==> src/rtl/serdes_pkg.sv <==
// Shared types and constants for the serializer front-end arbiter.
package serdes_pkg;

    localparam int unsigned WORD_W         = 64;
    localparam int unsigned BYTE_W         = 8;
    localparam int unsigned BYTES_PER_WORD = WORD_W / BYTE_W;
    localparam int unsigned CNT_W          = 16;

    // Scheduler FSM encoding; kept as plain constants for legacy tools.
    typedef logic [1:0] state_t;
    localparam state_t StIdle    = 2'd0;
    localparam state_t StWaitEnd = 2'd1;
    localparam state_t StGap     = 2'd2;

    // Counter increment that sticks at all-ones instead of wrapping.
    function automatic logic [CNT_W-1:0] sat_inc(input logic [CNT_W-1:0] v);
        return (&v) ? v : v + 1'b1;
    endfunction

endpackage

==> src/rtl/serializer_arbiter_if.sv <==
// Bundle of source handshake, serializer load and status signals around the arbiter.
interface serializer_arbiter_if #(
    parameter int unsigned NUM_SRC = 4,
    parameter int unsigned SRC_W   = $clog2(NUM_SRC)
) ();

    logic                                         en;
    logic [NUM_SRC-1:0]                           src_valid;
    logic [NUM_SRC-1:0][serdes_pkg::WORD_W-1:0]   src_data;
    logic [NUM_SRC-1:0]                           src_ack;
    logic                                         ser_strobe_in;
    logic [serdes_pkg::WORD_W-1:0]                ser_input_data;
    logic                                         ser_data_end;
    logic                                         busy;
    logic [SRC_W-1:0]                             cur_src;
    logic                                         done;
    logic                                         err_timeout;
    logic [serdes_pkg::CNT_W-1:0]                 word_cnt;

    // Arbiter side.
    modport master (
        input  en, src_valid, src_data, ser_data_end,
        output src_ack, ser_strobe_in, ser_input_data, busy, cur_src, done, err_timeout,
               word_cnt
    );

    // Environment side: sources, serializer and status consumers.
    modport slave (
        output en, src_valid, src_data, ser_data_end,
        input  src_ack, ser_strobe_in, ser_input_data, busy, cur_src, done, err_timeout,
               word_cnt
    );

endinterface

==> src/rtl/rr_picker.sv <==
// Combinational round-robin pick: first requester at or after ptr, wrapping.
module rr_picker #(
    parameter int unsigned NUM_SRC = 4,
    parameter int unsigned SRC_W   = $clog2(NUM_SRC)
) (
    input  logic [NUM_SRC-1:0] req,
    input  logic [SRC_W-1:0]   ptr,
    output logic [SRC_W-1:0]   gnt_idx,
    output logic               gnt_any
);

    logic [SRC_W-1:0] cand;

    // Walk candidates in priority order starting at ptr; the first hit wins.
    always_comb begin
        gnt_any = 1'b0;
        gnt_idx = '0;
        cand    = '0;
        for (int unsigned k = 0; k < NUM_SRC; k++) begin
            cand = SRC_W'((32'(ptr) + k) % NUM_SRC);
            if (!gnt_any && req[cand]) begin
                gnt_any = 1'b1;
                gnt_idx = cand;
            end
        end
    end

endmodule

==> src/rtl/serializer_arbiter.sv <==
// Round-robin loader sharing one 64-to-8 serializer between NUM_SRC word producers.
module serializer_arbiter
    import serdes_pkg::*;
#(
    parameter int unsigned NUM_SRC = 4,
    parameter int unsigned TIMEOUT = 32,
    parameter int unsigned SRC_W   = $clog2(NUM_SRC)
) (
    input logic            clk,
    input logic            reset_n,
    serializer_arbiter_if.master bus
);

    localparam int unsigned        TimerW    = $clog2(TIMEOUT + 1);
    localparam logic [TimerW-1:0]  TimerLast = TimerW'(TIMEOUT - 1);
    localparam logic [SRC_W-1:0]   LastSrc   = SRC_W'(NUM_SRC - 1);

    state_t              state_q, state_d;
    logic [SRC_W-1:0]    rr_ptr_q, rr_ptr_d;
    logic [SRC_W-1:0]    cur_src_q, cur_src_d;
    logic [TimerW-1:0]   timer_q, timer_d;
    logic [WORD_W-1:0]   data_q, data_d;
    logic                strobe_q, strobe_d;
    logic [NUM_SRC-1:0]  ack_q, ack_d;
    logic                done_q, done_d;
    logic                err_q, err_d;
    logic [CNT_W-1:0]    cnt_q, cnt_d;

    logic [SRC_W-1:0]    gnt_idx;
    logic                gnt_any;
    logic [SRC_W-1:0]    next_ptr;

    rr_picker #(
        .NUM_SRC (NUM_SRC),
        .SRC_W   (SRC_W)
    ) u_picker (
        .req     (bus.src_valid),
        .ptr     (rr_ptr_q),
        .gnt_idx (gnt_idx),
        .gnt_any (gnt_any)
    );

    // Fairness: after any burst ends, priority moves to the source after the one served.
    assign next_ptr = (cur_src_q == LastSrc) ? '0 : cur_src_q + SRC_W'(1);

    // Next-state logic: grant in idle, watch for burst end or watchdog, then one gap cycle.
    always_comb begin
        state_d   = state_q;
        rr_ptr_d  = rr_ptr_q;
        cur_src_d = cur_src_q;
        timer_d   = timer_q;
        data_d    = data_q;
        cnt_d     = cnt_q;
        strobe_d  = 1'b0;
        ack_d     = '0;
        done_d    = 1'b0;
        err_d     = 1'b0;
        unique case (state_q)
            StIdle: begin
                if (bus.en && gnt_any) begin
                    data_d         = bus.src_data[gnt_idx];
                    strobe_d       = 1'b1;
                    ack_d[gnt_idx] = 1'b1;
                    cur_src_d      = gnt_idx;
                    timer_d        = '0;
                    state_d        = StWaitEnd;
                end
            end
            StWaitEnd: begin
                timer_d = timer_q + 1'b1;
                // Burst end takes priority over a coincident watchdog expiry.
                if (bus.ser_data_end) begin
                    done_d   = 1'b1;
                    cnt_d    = sat_inc(cnt_q);
                    rr_ptr_d = next_ptr;
                    state_d  = StGap;
                end else if (timer_q == TimerLast) begin
                    err_d    = 1'b1;
                    rr_ptr_d = next_ptr;
                    state_d  = StGap;
                end
            end
            StGap: begin
                state_d = StIdle;
            end
            default: begin
                state_d = StIdle;
            end
        endcase
    end

    // State and output registers; reset returns everything to idle at once.
    always_ff @(posedge clk or negedge reset_n) begin
        if (!reset_n) begin
            state_q   <= StIdle;
            rr_ptr_q  <= '0;
            cur_src_q <= '0;
            timer_q   <= '0;
            data_q    <= '0;
            strobe_q  <= 1'b0;
            ack_q     <= '0;
            done_q    <= 1'b0;
            err_q     <= 1'b0;
            cnt_q     <= '0;
        end else begin
            state_q   <= state_d;
            rr_ptr_q  <= rr_ptr_d;
            cur_src_q <= cur_src_d;
            timer_q   <= timer_d;
            data_q    <= data_d;
            strobe_q  <= strobe_d;
            ack_q     <= ack_d;
            done_q    <= done_d;
            err_q     <= err_d;
            cnt_q     <= cnt_d;
        end
    end

    assign bus.src_ack        = ack_q;
    assign bus.ser_strobe_in  = strobe_q;
    assign bus.ser_input_data = data_q;
    assign bus.busy           = (state_q != StIdle);
    assign bus.cur_src        = cur_src_q;
    assign bus.done           = done_q;
    assign bus.err_timeout    = err_q;
    assign bus.word_cnt       = cnt_q;

endmodule
==> src/flat_wrapper.sv <==
// flat-port wrapper written by rule: the top's interface ports become plain ports
module serializer_arbiter_flat import serdes_pkg::*;
#(
    parameter int unsigned NUM_SRC = 4,
    parameter int unsigned TIMEOUT = 32,
    parameter int unsigned SRC_W   = $clog2(NUM_SRC)
)
  (clk, reset_n, bus_en, bus_src_valid, bus_src_data, bus_ser_data_end, bus_src_ack, bus_ser_strobe_in, bus_ser_input_data, bus_busy, bus_cur_src, bus_done, bus_err_timeout, bus_word_cnt);
  serializer_arbiter_if #(.NUM_SRC(NUM_SRC), .SRC_W(SRC_W)) bus_i ();
  input logic clk;
  input logic reset_n;
  input wire logic [$bits(bus_i.en)-1:0] bus_en;
  input wire logic [$bits(bus_i.src_valid)-1:0] bus_src_valid;
  input wire logic [$bits(bus_i.src_data)-1:0] bus_src_data;
  input wire logic [$bits(bus_i.ser_data_end)-1:0] bus_ser_data_end;
  output wire logic [$bits(bus_i.src_ack)-1:0] bus_src_ack;
  output wire logic [$bits(bus_i.ser_strobe_in)-1:0] bus_ser_strobe_in;
  output wire logic [$bits(bus_i.ser_input_data)-1:0] bus_ser_input_data;
  output wire logic [$bits(bus_i.busy)-1:0] bus_busy;
  output wire logic [$bits(bus_i.cur_src)-1:0] bus_cur_src;
  output wire logic [$bits(bus_i.done)-1:0] bus_done;
  output wire logic [$bits(bus_i.err_timeout)-1:0] bus_err_timeout;
  output wire logic [$bits(bus_i.word_cnt)-1:0] bus_word_cnt;
  assign bus_i.en = bus_en;
  assign bus_i.src_valid = bus_src_valid;
  assign bus_i.src_data = bus_src_data;
  assign bus_i.ser_data_end = bus_ser_data_end;
  assign bus_src_ack = bus_i.src_ack;
  assign bus_ser_strobe_in = bus_i.ser_strobe_in;
  assign bus_ser_input_data = bus_i.ser_input_data;
  assign bus_busy = bus_i.busy;
  assign bus_cur_src = bus_i.cur_src;
  assign bus_done = bus_i.done;
  assign bus_err_timeout = bus_i.err_timeout;
  assign bus_word_cnt = bus_i.word_cnt;
  serializer_arbiter #(.NUM_SRC(NUM_SRC), .TIMEOUT(TIMEOUT), .SRC_W(SRC_W)) u_core (.clk(clk), .reset_n(reset_n), .bus(bus_i));
endmodule
==> config.mk <==
export PLATFORM = sky130hd
export DESIGN_NAME = serializer_arbiter_flat
export DESIGN_NICKNAME = d
export VERILOG_FILES = /design/src/rtl/serdes_pkg.sv /design/src/rtl/serializer_arbiter_if.sv /design/src/rtl/rr_picker.sv /design/src/rtl/serializer_arbiter.sv /design/src/flat_wrapper.sv
export SDC_FILE = /design/constraint.sdc
export NUM_CORES = 1
export LEC_CHECK = 0
export BUFFER_PORTS_ARGS = -buffer_cell sky130_fd_sc_hd__buf_2
export CORE_AREA = 2 2 136 138
export CTS_CLUSTER_DIAMETER = 40
export DETAILED_ROUTE_END_ITERATION = 16
export DIE_AREA = 0 0 138 140
export PLACE_DENSITY = 0.68
export SLEW_MARGIN = 20
export SYNTH_ARGS = -nofsm -noshare
export SYNTH_HDL_FRONTEND = slang
export SYNTH_HIERARCHICAL = 1
export SYNTH_SLANG_ARGS = --single-unit
==> constraint.sdc <==
create_clock -name clk -period 2.9 [get_ports clk]
set_clock_uncertainty 0.15 [all_clocks]
set_input_delay 0.145 -clock clk [delete_from_list [all_inputs] [get_ports clk]]
set_output_delay 0.145 -clock clk [all_outputs]
set_load 0.01 [all_outputs]
# After elaboration in Yosys (flattened, before gate mapping)
# Index checks and enable logic that the tools add are counted.
# op_classes
mux,38
n_reduce_logical,18
bitwise,1
n_lt_le_gt_ge,6
n_addsub,6
eq_ne,5
# op_table
operator,n
$bmux W64 S2,1
$mux W64,1
$mux W2,10
$add A16 B1 Y16 const B,1
$mux W1,16
$reduce_and A16 Y1,1
$lt A2 B3 Y1 const B,5
$pmux W6 S2,1
$bmux W1 S2,4
$mux W4,2
$reduce_and A2 Y1,4
$add A6 B1 Y6 const B,1
$eq A6 B5 Y1 const B,1
$mux W6,1
$reduce_bool A2 Y1,3
$logic_and A1 B1 Y1,5
$add A2 B1 Y2 const B,2
$add A2 B2 Y2 const B,2
$pmux W2 S2,1
$logic_not A1 Y1,3
$ne A3 B2 Y1 const B,1
$reduce_and A3 Y1,1
$demux W1 S2,1
$eq A2 B1 Y1 const B,1
5 further kinds,5
# word_totals
regBits,99
output_inout_bits,90
wordCells,84
in_bits,264

# Longest topological paths before layout
# depth
ltp_word,18
depth_mapped,9

# Modules after synthesis
# The synthesis kept the hierarchy.
# modules_own_cells
mod,cells_each,seq_area_each_um2,n_inst,area_per_inst_um2
serializer_arbiter,494,2477.4,1,5519.0
rr_picker,15,0.0,1,77.6

# Worst setup path before layout
# OpenSTA, ideal clock, no wires.
# synth_timing
path_type,flip-flop to flip-flop
start,register u_core.rr_ptr_q[0]
end,register u_core.data_q[10] (netlist: u_core/bus.ser_input_data[10])
required_time_ps,2633
n_path_buf,3
stages_incl_launch_ff,10
path_slack_ps,622
t_arrival_ps,2011
path_cell_list,dfrtp_1 inv_2 a221o_1 a21oi_1 buf_2 buf_4 buf_4 mux4_2 nand2_1 nand2_1
# synth_between
elab_chain_len,14
elab_cells_between_ends,29
classes_between,add/sub (3); mux (18); reduce/logical (8)
# synth_rtl
element,line,source
"start, declared",serializer_arbiter.sv:19,"logic [SRC_W-1:0] rr_ptr_q, rr_ptr_d;"
"start signal, assigned",serializer_arbiter.sv:107,rr_ptr_q <= rr_ptr_d;
branches (longest 11 deep; another with $add A2 B1 Y2),-,
$mux W2 *,rr_picker.sv:21,if (!gnt_any && req[cand]) begin
net u_core.gnt_idx[0],serializer_arbiter.sv:29,logic [SRC_W-1:0] gnt_idx;
$bmux W64 S2 *,serializer_arbiter.sv:61,data_d = bus.src_data[gnt_idx];
$mux W64 (implied by the code) *,serializer_arbiter.sv:61,
"end signal, assigned",serializer_arbiter.sv:110,data_q <= data_d;
"end, declared",serializer_arbiter.sv:22,"logic [WORD_W-1:0] data_q, data_d;"
# Mark *: on every way through the listed nets, which the timed path passes. The select of a mux whose other input is x is not followed.
# A chain may end at the register's enable or synchronous reset.

# Worst setup path after layout
# Same ends and word-level chain as after synthesis.

==> impl_results.md <==
* Hold depth at 4
* Reg clk slew, reported paths at roughly 70 ps
* DRT Wirelength at 19100 um
* CTS Hold Bufs at 2
* H-tree levels at 3
* Antenna viol nets, final at 0
* Kind of critical path: register to register
* Seq/Total Area, Yosys at 0.443
* CTS Buffer Depth at 2
* Top-area cell type share of the netlist area at 0.443
* DRT Pass-1 Iters at 4
* CTS Buf Count at 9
* Ys flop type: dfrtp_1
* Most used cell, CP: nand2_1
* Max incr delay on CP at ~560 ps
* EDFF count, synth at 0
* Avg WL per Cell at 17.5 um
* # clock sinks at ~100
* Hpwl dp at 14900 um
* Unrepaired setup endpoints after global routing: no
* Relative slew slack at 0.651
* Initial antenna violation count at 5
* CP endpoint kind: register
* Syn Area/Cell at ~11 um2
* Avg Vias per Cell at ~4.8
* CTS tree: done
* Max VDD drop at between 0.0005 and 0.0006 V
* FF-to-FF path depth at 7
* Max Fclk at ~430 MHz
* Grt total ovfl at 0
* Worst hold start: bus_src_data[144]
* Crit path required time at 2990 ps
* PwrDens at 835 nW/um2
* Worst-Skew Late Latency at ~340 ps
* Setup crit start: u_core/rr_ptr_q[0]
* CP arrival at ~2400 ps
* Total Neg Setup Slack at 0 ps
* Final hold violation count at 0
* Dominant cell type by area after synthesis: dfrtp_1
* Crit start category: register
* Final Cycle Share at 0.803
* Tightest Hold Check Type: input pin to register
* Mapped Area at about 5600 um2
* I/O Buffers at roughly 350
* Slowest CP cell: mux4_2
* Chip height at 140 um
* Total number of vias at 5261
* Post-CTS sizing at 0
* Worst Hold End: u_core/bus.ser_input_data[16]
* Layout cells sized above 1 at 0.537
* RR Startpoint: u_core/rr_ptr_q[0]
* Worst R2R Setup Slack at about 570 ps
* Synth async-reset ratio at 1.00
* Remaining routing DRC violations at 0
* Starting density of the core at 0.315
* Die area at about 19000 um2
* MaxCap Viol Count at 0
* Filler cells at roughly 1700
* Cells after Synth at between 500 and 600
* Die X-Extent at approximately 140 um
* Core Area at roughly 18000 um2
* Vias in the first global route at between 5000 and 6000
* Worst slew pin tran at around 520 ps
* #FFs+latches synth at 99
* Register area at 2480 um2
* Rows at 49
* R2r endpoint: u_core/bus.ser_input_data[10]
* Ports at 354
* Area contributors post-synth: dfrtp_1, mux4_2, nand2_1
* Max-slew violation count at 0
* # Post-CTS Setup Buffers at 0
* Crit-path cells: inv_2, a221o_1, a21oi_4, buf_12, mux4_2, nand2_1, nand2_1
* Multi-input gate area at approximately 3000 um2
* Leak at ~4.3 nW
* Final #Nets at ~1100
* Outcome: completed
* Final setup viols at 0
* Post-synth cell types at between 40 and 50
* Syn nets at a little under 800
* GRT Total Usage at 0.198
* Root Buffer Master: clkbuf_16
* First-pass GRT wire length at around 30000 um
* Layout Utilization at 0.451
* Area delta synth->final at 43.4%
* RePlAce Congestion at a little over 0.8
* Ys Warns at 6
* Critical Path Fanout Max at 43
* Initial DRC count at roughly 210
* Pin count of the biggest net entering global routing at 63
* Tmin final at between 2000 and 2500 ps
## cell usage after synthesis (all sizes together) (2+ instances only)
cell / count
xor2: 9
o21ai: 7
nand3b: 2
xnor2: 2
nand2: 209
dfrtp: 99
and3: 4
nand3: 8
mux4: 64
clkbuf: 19
buf: 12
nor2: 11
nor4: 7
nand4: 6
nor3: 4
mux2: 6
ha: 3
a21oi: 9
nand2b: 3
inv: 10
## final cells by class
type                       count  share of cell area
antenna                        4             0.00125
clock buffer                  13              0.0349
clock inverter                 3             0.00842
inverter                      11             0.00515
multi-input combinational    368               0.371
sequential                    99               0.309
tap                          229              0.0357
timing repair buffer         363               0.235
## stage by stage
step                      hold WS [ps]  worst slack (ps)  cells  area, um2  total power, mW
after floorplan                   -301               622    509       5600             4.21
after global placement           -8.35               627   1068       7650             5.30
after CTS                         34.0               555   1086       8010             6.79
final                             51.8               572   1090       8020             6.70
after detailed placement         -2.06               561   1068       7650             5.38
after global routing              46.2               437   1090       8020             7.18
## layout by cell type, fill, tap and decap left out, types with 3 or more instances in the layout
master | netlist | final
nor3_1 | 4 | 4
dfrtp_1 | 99 | 99
xor2_1 | 9 | 9
inv_1 | 9 | 9
clkbuf_8 | 0 | 4
mux2_2 | 5 | 5
buf_4 | 3 | 6
nor2_1 | 10 | 10
nand2b_1 | 3 | 3
nor4_1 | 5 | 5
a21oi_1 | 9 | 7
nand2_1 | 209 | 209
ha_1 | 3 | 3
buf_2 | 9 | 352
buf_12 | 0 | 3
mux4_2 | 64 | 64
o21ai_0 | 7 | 7
nand4_1 | 5 | 5
nand3_1 | 8 | 7
clkbuf_16 | 0 | 9
and3_1 | 4 | 4
diode_2 | 0 | 4
## worst max-delay path by stage
| stage | endpoint | slack (ps) | cells after the start |
|---|---|---|---|
| after global routing | u_core/bus.ser_input_data[53] | 440 | 7 |
| after floorplan | u_core/bus.ser_input_data[10] | 620 | 9 |
| after detailed placement | u_core/bus.ser_input_data[10] | 560 | 7 |
| final | u_core/bus.ser_input_data[10] | 570 | 7 |
| after CTS | u_core/bus.ser_input_data[10] | 550 | 7 |
| after global placement | u_core/bus.ser_input_data[60] | 630 | 7 |
## logic make-up (layout without fill, tap and decap cells)
kind of cell | after synthesis | count (layout) | share of synthesized area
DFF | 99 | 99 | 0.443
adders and majority gates | 3 | 3 | 0.00671
xor gates and xnor gates | 11 | 11 | 0.0172
AOI/OAI and AO/OA | 22 | 22 | 0.0235
buffers and inverters | 42 | 390 | 0.0322
other | 0 | 4 | 0
and+or+nand+nor | 262 | 262 | 0.207
muxes | 70 | 70 | 0.270
## report_power, final
group | switching [mW] | leakage [nW] | internal, mW
logic | 1.58 | 2.87 | 1.49
registers | 0.346 | 1.25 | 1.91
clock network | 0.530 | 0.168 | 0.851
## critical path: cells and delay by family (launching register included)
family / cells / cell delay [ps]
multiplexers: 1 / 560
AND/OR/NAND/NOR: 2 / 140
buffers and inverters: 2 / 380
AO/OA/AOI/OAI: 2 / 590
flip-flops: 1 / 390
## sequential cells by signal, indices dropped and copies added, names as in the netlist
signal,count
u_core/bus.err_timeout,1
u_core/timer_q,6
u_core/state_q,2
u_core/bus.word_cnt,16
u_core/bus.cur_src,2
u_core/bus.src_ack,4
u_core/bus.ser_input_data,64
u_core/rr_ptr_q,2
u_core/bus.done,1
u_core/bus.ser_strobe_in,1
## routing by layer
layer	vias to the layer above	track usage	part of all wire
met2	240	0.330	0.51
met4	0	0.0795	0.021
li1	2484	-	-
met3	28	0.0407	0.062
met5	-	0	0
met1	2509	0.253	0.41
No activity file was read; power rests on OpenSTA's default activity.
